### src/rtl/mips_pkg.sv
`default_nettype none
// ============================================================================
// Module      : mips_pkg
// Description : MIPS opcode constants, instruction field positions and the
//               immediate-extension mode selector for the decode stage.
// Revision    : 1.0 - initial release
// ============================================================================
package mips_pkg;

    localparam logic [5:0] OP_J    = 6'h02;
    localparam logic [5:0] OP_JAL  = 6'h03;
    localparam logic [5:0] OP_ANDI = 6'h0C;
    localparam logic [5:0] OP_ORI  = 6'h0D;
    localparam logic [5:0] OP_XORI = 6'h0E;
    localparam logic [5:0] OP_LUI  = 6'h0F;

    localparam int OPCODE_MSB = 31;
    localparam int OPCODE_LSB = 26;
    localparam int RS_MSB     = 25;
    localparam int RS_LSB     = 21;
    localparam int RT_MSB     = 20;
    localparam int RT_LSB     = 16;
    localparam int RD_MSB     = 15;
    localparam int RD_LSB     = 11;
    localparam int FUNCT_MSB  = 5;
    localparam int FUNCT_LSB  = 0;
    localparam int IMM_MSB    = 15;
    localparam int TARGET_MSB = 25;

    typedef enum logic [1:0] {
        IMM_SEXT = 2'd0,
        IMM_ZEXT = 2'd1,
        IMM_LUI  = 2'd2
    } imm_mode_e;

    // Logical immediates are unsigned in MIPS; everything else sign-extends.
    function automatic imm_mode_e imm_mode_of(input logic [5:0] opcode);
        imm_mode_e mode;
        mode = IMM_SEXT;
        if (opcode == OP_ANDI || opcode == OP_ORI || opcode == OP_XORI) begin
            mode = IMM_ZEXT;
        end else if (opcode == OP_LUI) begin
            mode = IMM_LUI;
        end
        return mode;
    endfunction

endpackage
`default_nettype wire

### src/rtl/reg_file.sv
`default_nettype none
// ============================================================================
// Module      : reg_file
// Description : NUM_REGS x DATA_W register file, two async read ports, one
//               synchronous write port with write-through bypass; r0 is zero.
// Revision    : 1.0 - initial release
// ============================================================================
module reg_file #(
    parameter int DATA_W   = 32,
    parameter int NUM_REGS = 32,
    parameter int RESET_RF = 1,
    parameter int REG_AW   = $clog2(NUM_REGS)
) (
    input  logic              clk,
    input  logic              rst,
    input  logic              we,
    input  logic [REG_AW-1:0] waddr,
    input  logic [DATA_W-1:0] wdata,
    input  logic [REG_AW-1:0] raddr1,
    input  logic [REG_AW-1:0] raddr2,
    output logic [DATA_W-1:0] rdata1,
    output logic [DATA_W-1:0] rdata2
);

    logic [DATA_W-1:0] regs [NUM_REGS];
    logic              write_ok;

    assign write_ok = we && (waddr != '0);

    // With RESET_RF the clear wins over a write landing in the same cycle.
    always_ff @(posedge clk) begin
        if (rst && (RESET_RF != 0)) begin
            for (int i = 0; i < NUM_REGS; i++) begin
                regs[i] <= '0;
            end
        end else if (write_ok) begin
            regs[waddr] <= wdata;
        end
    end

    always_comb begin
        rdata1 = regs[raddr1];
        if (raddr1 == '0) begin
            rdata1 = '0;
        end else if (write_ok && waddr == raddr1) begin
            rdata1 = wdata;
        end
    end

    always_comb begin
        rdata2 = regs[raddr2];
        if (raddr2 == '0) begin
            rdata2 = '0;
        end else if (write_ok && waddr == raddr2) begin
            rdata2 = wdata;
        end
    end

endmodule
`default_nettype wire

### src/rtl/instr_decode_stage.sv
`default_nettype none
// ============================================================================
// Module      : instr_decode_stage
// Description : MIPS decode stage: field extraction, register read with
//               bypass, immediate/jump generation, load-use hazard detection
//               and the ID/EX pipeline register.
// Revision    : 1.0 - initial release
// ============================================================================
module instr_decode_stage
    import mips_pkg::*;
#(
    parameter int DATA_W   = 32,
    parameter int NUM_REGS = 32,
    parameter int RESET_RF = 1,
    parameter int REG_AW   = $clog2(NUM_REGS)
) (
    input  logic              clk,
    input  logic              rst,
    input  logic              if_valid,
    input  logic [31:0]       if_instr,
    input  logic [DATA_W-1:0] if_pc4,
    output logic              stall_out,
    input  logic              ex_stall,
    input  logic              flush,
    input  logic              ex_memread,
    input  logic              wb_we,
    input  logic [REG_AW-1:0] wb_addr,
    input  logic [DATA_W-1:0] wb_data,
    output logic              id_valid,
    output logic [5:0]        id_opcode,
    output logic [5:0]        id_funct,
    output logic [REG_AW-1:0] id_rs,
    output logic [REG_AW-1:0] id_rt,
    output logic [REG_AW-1:0] id_rd,
    output logic [DATA_W-1:0] id_rs_data,
    output logic [DATA_W-1:0] id_rt_data,
    output logic [DATA_W-1:0] id_imm,
    output logic [DATA_W-1:0] id_jump_dest,
    output logic [DATA_W-1:0] id_pc4
);

    logic [5:0]               dec_opcode;
    logic [5:0]               dec_funct;
    logic [REG_AW-1:0]        dec_rs;
    logic [REG_AW-1:0]        dec_rt;
    logic [REG_AW-1:0]        dec_rd;
    logic [DATA_W-1:0]        rs_data;
    logic [DATA_W-1:0]        rt_data;
    logic [DATA_W-1:0]        dec_imm;
    logic [DATA_W-1:0]        dec_jump;
    logic signed [15:0]       imm_s16;
    logic signed [31:0]       lui_s32;
    logic signed [DATA_W-1:0] imm_sext;
    logic signed [DATA_W-1:0] imm_lui;
    logic [DATA_W-1:0]        imm_zext;
    logic                     hazard;

    assign dec_opcode = if_instr[OPCODE_MSB:OPCODE_LSB];
    assign dec_funct  = if_instr[FUNCT_MSB:FUNCT_LSB];
    assign dec_rs     = REG_AW'(if_instr[RS_MSB:RS_LSB]);
    assign dec_rt     = REG_AW'(if_instr[RT_MSB:RT_LSB]);
    assign dec_rd     = REG_AW'(if_instr[RD_MSB:RD_LSB]);

    // Signed assignment contexts give the sign extension to DATA_W.
    assign imm_s16  = if_instr[IMM_MSB:0];
    assign lui_s32  = {if_instr[IMM_MSB:0], 16'h0000};
    assign imm_sext = imm_s16;
    assign imm_lui  = lui_s32;
    assign imm_zext = {{(DATA_W-16){1'b0}}, if_instr[IMM_MSB:0]};

    always_comb begin
        dec_imm = imm_sext;
        case (imm_mode_of(dec_opcode))
            IMM_ZEXT: dec_imm = imm_zext;
            IMM_LUI:  dec_imm = imm_lui;
            default:  dec_imm = imm_sext;
        endcase
    end

    assign dec_jump = {if_pc4[DATA_W-1:28], if_instr[TARGET_MSB:0], 2'b00};

    assign hazard = if_valid && id_valid && ex_memread && (id_rt != '0) &&
                    ((id_rt == dec_rs) || (id_rt == dec_rt));

    assign stall_out = !flush && (ex_stall || hazard);

    reg_file #(
        .DATA_W   (DATA_W),
        .NUM_REGS (NUM_REGS),
        .RESET_RF (RESET_RF),
        .REG_AW   (REG_AW)
    ) u_reg_file (
        .clk    (clk),
        .rst    (rst),
        .we     (wb_we),
        .waddr  (wb_addr),
        .wdata  (wb_data),
        .raddr1 (dec_rs),
        .raddr2 (dec_rt),
        .rdata1 (rs_data),
        .rdata2 (rt_data)
    );

    // Bubbles only clear id_valid; the payload is left as-is.
    always_ff @(posedge clk) begin
        if (rst) begin
            id_valid     <= 1'b0;
            id_opcode    <= '0;
            id_funct     <= '0;
            id_rs        <= '0;
            id_rt        <= '0;
            id_rd        <= '0;
            id_rs_data   <= '0;
            id_rt_data   <= '0;
            id_imm       <= '0;
            id_jump_dest <= '0;
            id_pc4       <= '0;
        end else if (flush) begin
            id_valid <= 1'b0;
        end else if (ex_stall) begin
            id_valid <= id_valid;
        end else if (hazard) begin
            id_valid <= 1'b0;
        end else begin
            id_valid     <= if_valid;
            id_opcode    <= dec_opcode;
            id_funct     <= dec_funct;
            id_rs        <= dec_rs;
            id_rt        <= dec_rt;
            id_rd        <= dec_rd;
            id_rs_data   <= rs_data;
            id_rt_data   <= rt_data;
            id_imm       <= dec_imm;
            id_jump_dest <= dec_jump;
            id_pc4       <= if_pc4;
        end
    end

endmodule
`default_nettype wire

### config.mk
export PLATFORM = sky130hd
export DESIGN_NAME = instr_decode_stage
export DESIGN_NICKNAME = d
export VERILOG_FILES = /design/src/rtl/mips_pkg.sv /design/src/rtl/reg_file.sv /design/src/rtl/instr_decode_stage.sv
export SDC_FILE = /design/constraint.sdc
export NUM_CORES = 2
export LEC_CHECK = 0
export CAP_MARGIN = 20
export CORE_MARGIN = 1.5
export CORE_UTILIZATION = 28
export CTS_CLUSTER_DIAMETER = 150
export DETAILED_ROUTE_END_ITERATION = 10
export PLACE_DENSITY_LB_ADDON = 0.1
export SETUP_SLACK_MARGIN = 0.4
export SYNTH_ARGS = -nofsm -noshare
export SYNTH_HDL_FRONTEND = slang
export SYNTH_SLANG_ARGS = --single-unit
### constraint.sdc
create_clock -name clk -period 3.2 [get_ports clk]
set_input_delay 0.8 -clock clk [delete_from_list [all_inputs] [get_ports clk]]
set_output_delay 0.8 -clock clk [all_outputs]
set_load 0.01 [all_outputs]
### Word level (Yosys, flattened, before mapping)

Memories as Yosys holds them, arrays and structs flattened.
Cells that the tools add are included.

| storage, ports and cells | value |
|---|---|
| memories kept | 1 |
| flip-flop bits (word level) | 186 |
| output and inout bits | 189 |
| input port bits | 108 |
| logic and storage cells | 61 |
| RAM bits | 1024 |

Memory list:

| memory | words | bits a word | rd ports | clocked after Yosys merged registers in | write ports | line | source |
|---|---|---|---|---|---|---|---|
| u_reg_file.regs | 32 | 32 | 2 | 0 | 32 | reg_file.sv:25 | `logic [DATA_W-1:0] regs [NUM_REGS];` |

| operators by class | value |
|---|---|
| reduce and logical (&&, ||, !) cells | 20 |
| eq/ne operators | 10 |
| muxes and demuxes | 16 |
| bitwise gates (word level) | 3 |

Operators by type and width:

| kind | number |
|---|---|
| two-way mux 32 bit | 5 |
| one-hot mux 32 bit (2 select lines) | 1 |
| OR reduction 32 bit | 1 |
| equality test 6 x 4 -> 1 bit, second input constant | 4 |
| equality test 5 bit | 4 |
| logical NOT 5 bit | 2 |
| nonzero test 5 bit | 2 |
| logical AND 1 bit | 8 |
| two-way mux 1 bit | 7 |
| two-way mux 5 bit | 1 |
| logical OR 1 bit | 4 |
| two-way mux 2 bit | 2 |
| inverter 1 bit | 3 |
| AND reduction 3 bit | 1 |
| equality test 2 x 1 -> 1 bit, second input constant | 1 |
| equality test 2 bit, second input constant | 1 |
| OR reduction 2 bit | 1 |
| logical NOT 1 bit | 1 |

### Depth between registers and ports, before layout

| depth | value |
|---|---|
| depth in word-level cells | 7 |
| gate-level depth with buffers | 10 |
| depth with buffers taken out | 6 |

### Modules after synthesis

Synthesis repeated with hierarchy kept, for this count alone.

| second synthesis, totals | value |
|---|---|
| cells, all modules | 4673 |
| area total of the unflattened synthesis | 63178.1 µm² |

By module, submodules not included:

| module | area an instance (µm²) | cells each | instances | seq. area each (µm²) |
|---|---|---|---|---|
| reg_file | 55723.4 | 3918 | 1 | 30749.5 |
| instr_decode_stage | 7454.6 | 755 | 1 | 3223.1 |

### Worst setup path before layout

Ideal clock, no wire load.

| timing | value |
|---|---|
| path type | input to register |
| start point | in if_instr[23] |
| end point | reg id_rs_data[0] |
| path slack | 411 ps |
| data arrival time | 2667 ps |
| cell stages on the path | 7 |
| setup time | 122 ps |
| buffers on the path | 3 |
| required time | 3078 ps |
| cell sequence | buf_4 > clkbuf_1 > clkbuf_1 > mux4_2 > a2111oi_0 > a21oi_1 > a221o_1 |

| on the way | value |
|---|---|
| word-level cells in the longest chain between the ends | 5 |
| elaborated cells between the ends (all ways) | 11 |
| those cells by class | 2 x eq/ne; 2 x mux; 1 x bitwise; 5 x reduce/logical; 1 x memory |

Ends and longest elaborated chain:

| what | line | source |
|---|---|---|
| start: declaration | instr_decode_stage.sv:20 | `input logic [31:0] if_instr,` |
| parallel branches: the longest is 5 deep, another holds memory (32 x 32 bit) | -- |  |
| end signal: assignment | instr_decode_stage.sv:131 | `id_rs_data <= rs_data;` |
| end: declaration | instr_decode_stage.sv:35 | `output logic [DATA_W-1:0] id_rs_data,` |

Several ways; the timed one is not identified.
A chain may end at the register's enable or synchronous reset.

### Worst setup path after layout

| timing | value |
|---|---|
| start point | in ex_memread |
| end point | out stall_out |

| on the way | value |
|---|---|
| word-level cells in the longest chain between the ends | 5 |

Ends and longest elaborated chain:

| what | line | source |
|---|---|---|
| start: declaration | instr_decode_stage.sv:25 | `input logic ex_memread,` |
| logical AND 1 bit (3 in a row) | instr_decode_stage.sv:82 | `assign hazard = if_valid && id_valid && ex_memread && (id_rt != '0) &&` |
| logical OR 1 bit | instr_decode_stage.sv:85 | `assign stall_out = !flush && (ex_stall \|\| hazard);` |
| logical AND 1 bit | instr_decode_stage.sv:85 |  |
| end: declaration | instr_decode_stage.sv:22 | `output logic stall_out,` |

Every way passes these cells.

==> Flow_metrics.wiki <==
{| class="wikitable"
! Metric !! Value
|-
| Clock network power share || 0.417
|-
| Post-synth top cells || sky130_fd_sc_hd__edfxtp_1 (1024), sky130_fd_sc_hd__and2_1 (1018), sky130_fd_sc_hd__mux4_2 (386), sky130_fd_sc_hd__clkbuf_1 (324), sky130_fd_sc_hd__mux2i_1 (270)
|-
| Biggest area contributors in the synthesized netlist || sky130_fd_sc_hd__edfxtp_1 (51%), sky130_fd_sc_hd__mux4_2 (14%), sky130_fd_sc_hd__and2_1 (11%)
|-
| DIE AREA || 218000 sq um
|-
| Total CTS buffers || 149
|-
| Net count, final || between 4000 and 5000
|-
| Setup repair after global routing missed its margin || yes
|-
| Final setup violation count || 0
|-
| Worst setup slack after layout || 0.346 ns
|-
| HPWL reported at the end of detailed placement || 183000 microns
|-
| Warnings, synthesis || 0
|-
| Clock root buffer master || sky130_fd_sc_hd__clkbuf_16
|-
| Post-synthesis cell count || between 4000 and 5000
|-
| Clock buffer depth || 3
|-
| Mean routed wirelength per cell || 34.7 microns
|-
| Area Overhead vs Synth || 26.8%
|-
| Fraction of registers with async set/reset || 0
|-
| Required time of the critical path || 2.40 ns
|-
| Fin. max-slew vios || 0
|-
| Total global routing overflow || 0
|-
| Endpoint arrival time on the critical path || 2.05 ns
|-
| Cell accounting for the most synthesized area || sky130_fd_sc_hd__edfxtp_1
|-
| Net Switching || between 10 and 15 mW
|-
| Clock Latency Late Sink || ~0.81 ns
|-
| Result of the run || finished, final reports clean
|-
| H-tree depth || 4
|-
| Initial core utilization || 0.281
|-
| Number of synthesized flops with an enable pin || between 1000 and 1500
|-
| IO Pins || 297
|-
| Number of hold violations in the final report || 0
|-
| Shortest period the worst path allows || about 2.9 ns
|-
| Die Height || 467 microns
|-
| Sw Ratio || 0.262
|-
| Placement Setup Slack || -0.548 ns
|-
| Drt initial violations || around 4400
|-
| Clock Pin Slew Worst Setup and Hold Paths || around 0.050 ns
|-
| Number of hold-repair buffers added at the cts stage || 0
|-
| Worst Path Max Fanout || 2
|-
| Clock tree from TritonCTS || yes
|-
| Vias in the first global route || 42200
|-
| Max transition margin || 0.443
|-
| Final weighted congestion in routability-driven placement || 0.824
|-
| Cell Count, Final, Fillers Out || 7845
|-
| Share of final-layout standard cells stronger than drive strength 1 || 0.255
|-
| Static power due to leakage || 27.1 nW
|-
| Via count || 41800
|-
| Ys flop type || sky130_fd_sc_hd__edfxtp_1
|-
| R2R cell count || 6
|-
| Combinational share of power || 0.132
|-
| Crit share post-route || 0.892
|-
| Maximum achievable frequency || roughly 350 MHz
|-
| Number of sinks handled by clock tree synthesis || 1185
|-
| Maximum number of pins on one net before global-route repair || between 80 and 90
|-
| Mean post-synth cell area || around 14 sq um
|-
| Via count normalized by instance count || 5.33
|-
| Launching element type of the critical path || primary input
|-
| IR drop worst, VDD || 0.562 mV
|-
| Portion of the post-synthesis area used by sequential elements || 0.563
|-
| Internal power summed over all cells || 29.6 mW
|-
| Kind of capture point of the worst setup path || output port
|-
| Standard-cell rows || 170
|-
| Number of max-capacitance violations reported || 0
|-
| Final Power || around 40 mW
|-
| Count of unique library cells instantiated by Yosys || 51
|-
| Slew at the pin closest to its max-slew limit || 0.814 ns
|-
| Total Wirelength || 272000 microns
|-
| Power density cells || ~520 nW/um^2
|-
| Setup CP Type || in2out
|-
| Width of the die || 467 microns
|-
| Number of antenna violations at the first check in global routing || 32
|-
| Syn Std Cell Area || 60300 sq um
|-
| GR Util All Layers || 0.246
|-
| Depth of the worst hold-timing path || 3
|-
| Pre-antenna DRT Iters || 7
|-
| Area fraction of the dominant cell type after synthesis || 0.510
|-
| # placed instances || 7550
|-
| Post-route worst hold slack || 0.348 ns
|-
| Setup slack, reg-to-reg || approximately 0.63 ns
|-
| Hold Crit Class || in2reg
|-
| First-pass GRT wire length || 368000 microns
|-
| Port buffer count || 294
|-
| FF+latch count, synth || roughly 1200
|-
| Remaining antenna violation count || 0
|-
| Number of DRC violations after detailed routing || 0
|-
| Sequential fraction of design power || 0.451
|-
| Core Footprint || 214000 sq um
|-
| Most frequent cell after synthesis || sky130_fd_sc_hd__edfxtp_1
|-
| Final Skew || 0.0251 ns
|}
==> stage by stage <==
stage | setup TNS [ns] | cell area, sq um | util
after CTS | 0 | 76400 | 0.356
final | 0 | 76500 | 0.357
after global placement | -13.44 | 71600 | 0.334
after floorplan | 0 | 60400 | -
after global routing | 0 | 76500 | 0.357
after detailed placement | -13.83 | 71600 | 0.334
==> cells by family after synthesis <==
group / share of synthesized area
buffers and inverters: 0.0374
AOI/OAI and AO/OA: 0.0737
muxes: 0.189
and+or+nand+nor: 0.134
xor gates and xnor gates: 0.00290
other: 0.0000622
DFF: 0.563
==> sequential cells by signal, summed over array words and instances, names as in the netlist <==
name             cells
id_funct             5
id_valid             1
id_rt_data          32
id_rd                4
id_rt                4
id_jump_dest         9
id_opcode            6
id_rs_data          32
u_reg_file.regs   1024
id_rs                4
id_imm              32
id_pc4              32
==> critical path: stages <==
cell and delay, ns:
sky130_fd_sc_hd__clkdlybuf4s50_1 0.46, sky130_fd_sc_hd__buf_4 0.12, sky130_fd_sc_hd__nand3_4 0.12, sky130_fd_sc_hd__a21oi_4 0.17, sky130_fd_sc_hd__nand2_2 0.07, sky130_fd_sc_hd__a21oi_2 0.16, sky130_fd_sc_hd__buf_2 0.16
==> cell type report <==
| type | count | area (sq um) |
|---|---|---|
| Fill cell | 20600 | 138000 |
| Sequential cell | 1185 | 34000 |
| Multi-Input combinational cell | 2679 | 24600 |
| Timing Repair Buffer | 850 | 9570 |
| Clock buffer | 205 | 4190 |
| Tap cell | 2838 | 3550 |
| Clock inverter | 71 | 547 |
| Antenna cell | 15 | 37.5 |
| Inverter | 2 | 7.51 |
==> per-layer routing <==
layer,part of all wire,GRT usage
met3,0.057,0.0357
met1,0.44,0.335
met2,0.48,0.412
met4,0.023,0.0587
met5,0,0
==> cell usage in the layout (no fill, tap or decap), types with 14 or more instances in the layout <==
cell type / instances
sky130_fd_sc_hd__a22oi_1: 105
sky130_fd_sc_hd__clkinv_2: 25
sky130_fd_sc_hd__mux2i_1: 270
sky130_fd_sc_hd__a221o_1: 63
sky130_fd_sc_hd__a21oi_1: 195
sky130_fd_sc_hd__o21ai_0: 15
sky130_fd_sc_hd__conb_1: 34
sky130_fd_sc_hd__buf_12: 195
sky130_fd_sc_hd__nand3_1: 23
sky130_fd_sc_hd__a2111oi_0: 27
sky130_fd_sc_hd__dfxtp_1: 155
sky130_fd_sc_hd__mux4_2: 386
sky130_fd_sc_hd__clkdlybuf4s50_1: 276
sky130_fd_sc_hd__and2_1: 1016
sky130_fd_sc_hd__edfxtp_1: 1024
sky130_fd_sc_hd__nor3b_1: 54
sky130_fd_sc_hd__clkinv_1: 28
sky130_fd_sc_hd__o221ai_1: 70
sky130_fd_sc_hd__clkbuf_16: 156
sky130_fd_sc_hd__clkbuf_1: 39
sky130_fd_sc_hd__nor2_4: 33
sky130_fd_sc_hd__buf_4: 363
sky130_fd_sc_hd__a211oi_1: 14
sky130_fd_sc_hd__or2_2: 29
sky130_fd_sc_hd__nand2_1: 151
sky130_fd_sc_hd__diode_2: 15
sky130_fd_sc_hd__a22o_1: 42
sky130_fd_sc_hd__o22ai_1: 56
==> worst paths after layout <==
| path | start | endpoint |
|---|---|---|
| setup reg to reg | u_reg_file.regs[10][23] | id_rt_data[23] |
| setup / recovery | ex_memread | stall_out |
| hold reg to reg | id_imm[10] | id_imm[10] |
| hold / removal | if_instr[18] | id_rt[2] |
==> what timing repair did <==
item / CTS / global route
endpoints found under the hold margin: 0 / 0
pin swaps: 4 / 1
endpoints found under the setup margin: 10 / 2
gates cloned: 0 / 0
setup buffers: 3 / 1
gates resized for setup: 24 / 7
==> power groups by stage <==
stage          combinational (mW)  clock, mW  sequential, mW
6_report                     5.28       16.7            18.1
4_1_cts                      5.31       17.1            18.1
2_1_floorplan                2.51          0            18.3
5_1_grt                      5.50       17.6            18.2
3_3_place_gp                 5.31          0            18.4
3_5_place_dp                 5.30          0            18.4
Note: power is estimated with default switching activity, not from simulation.
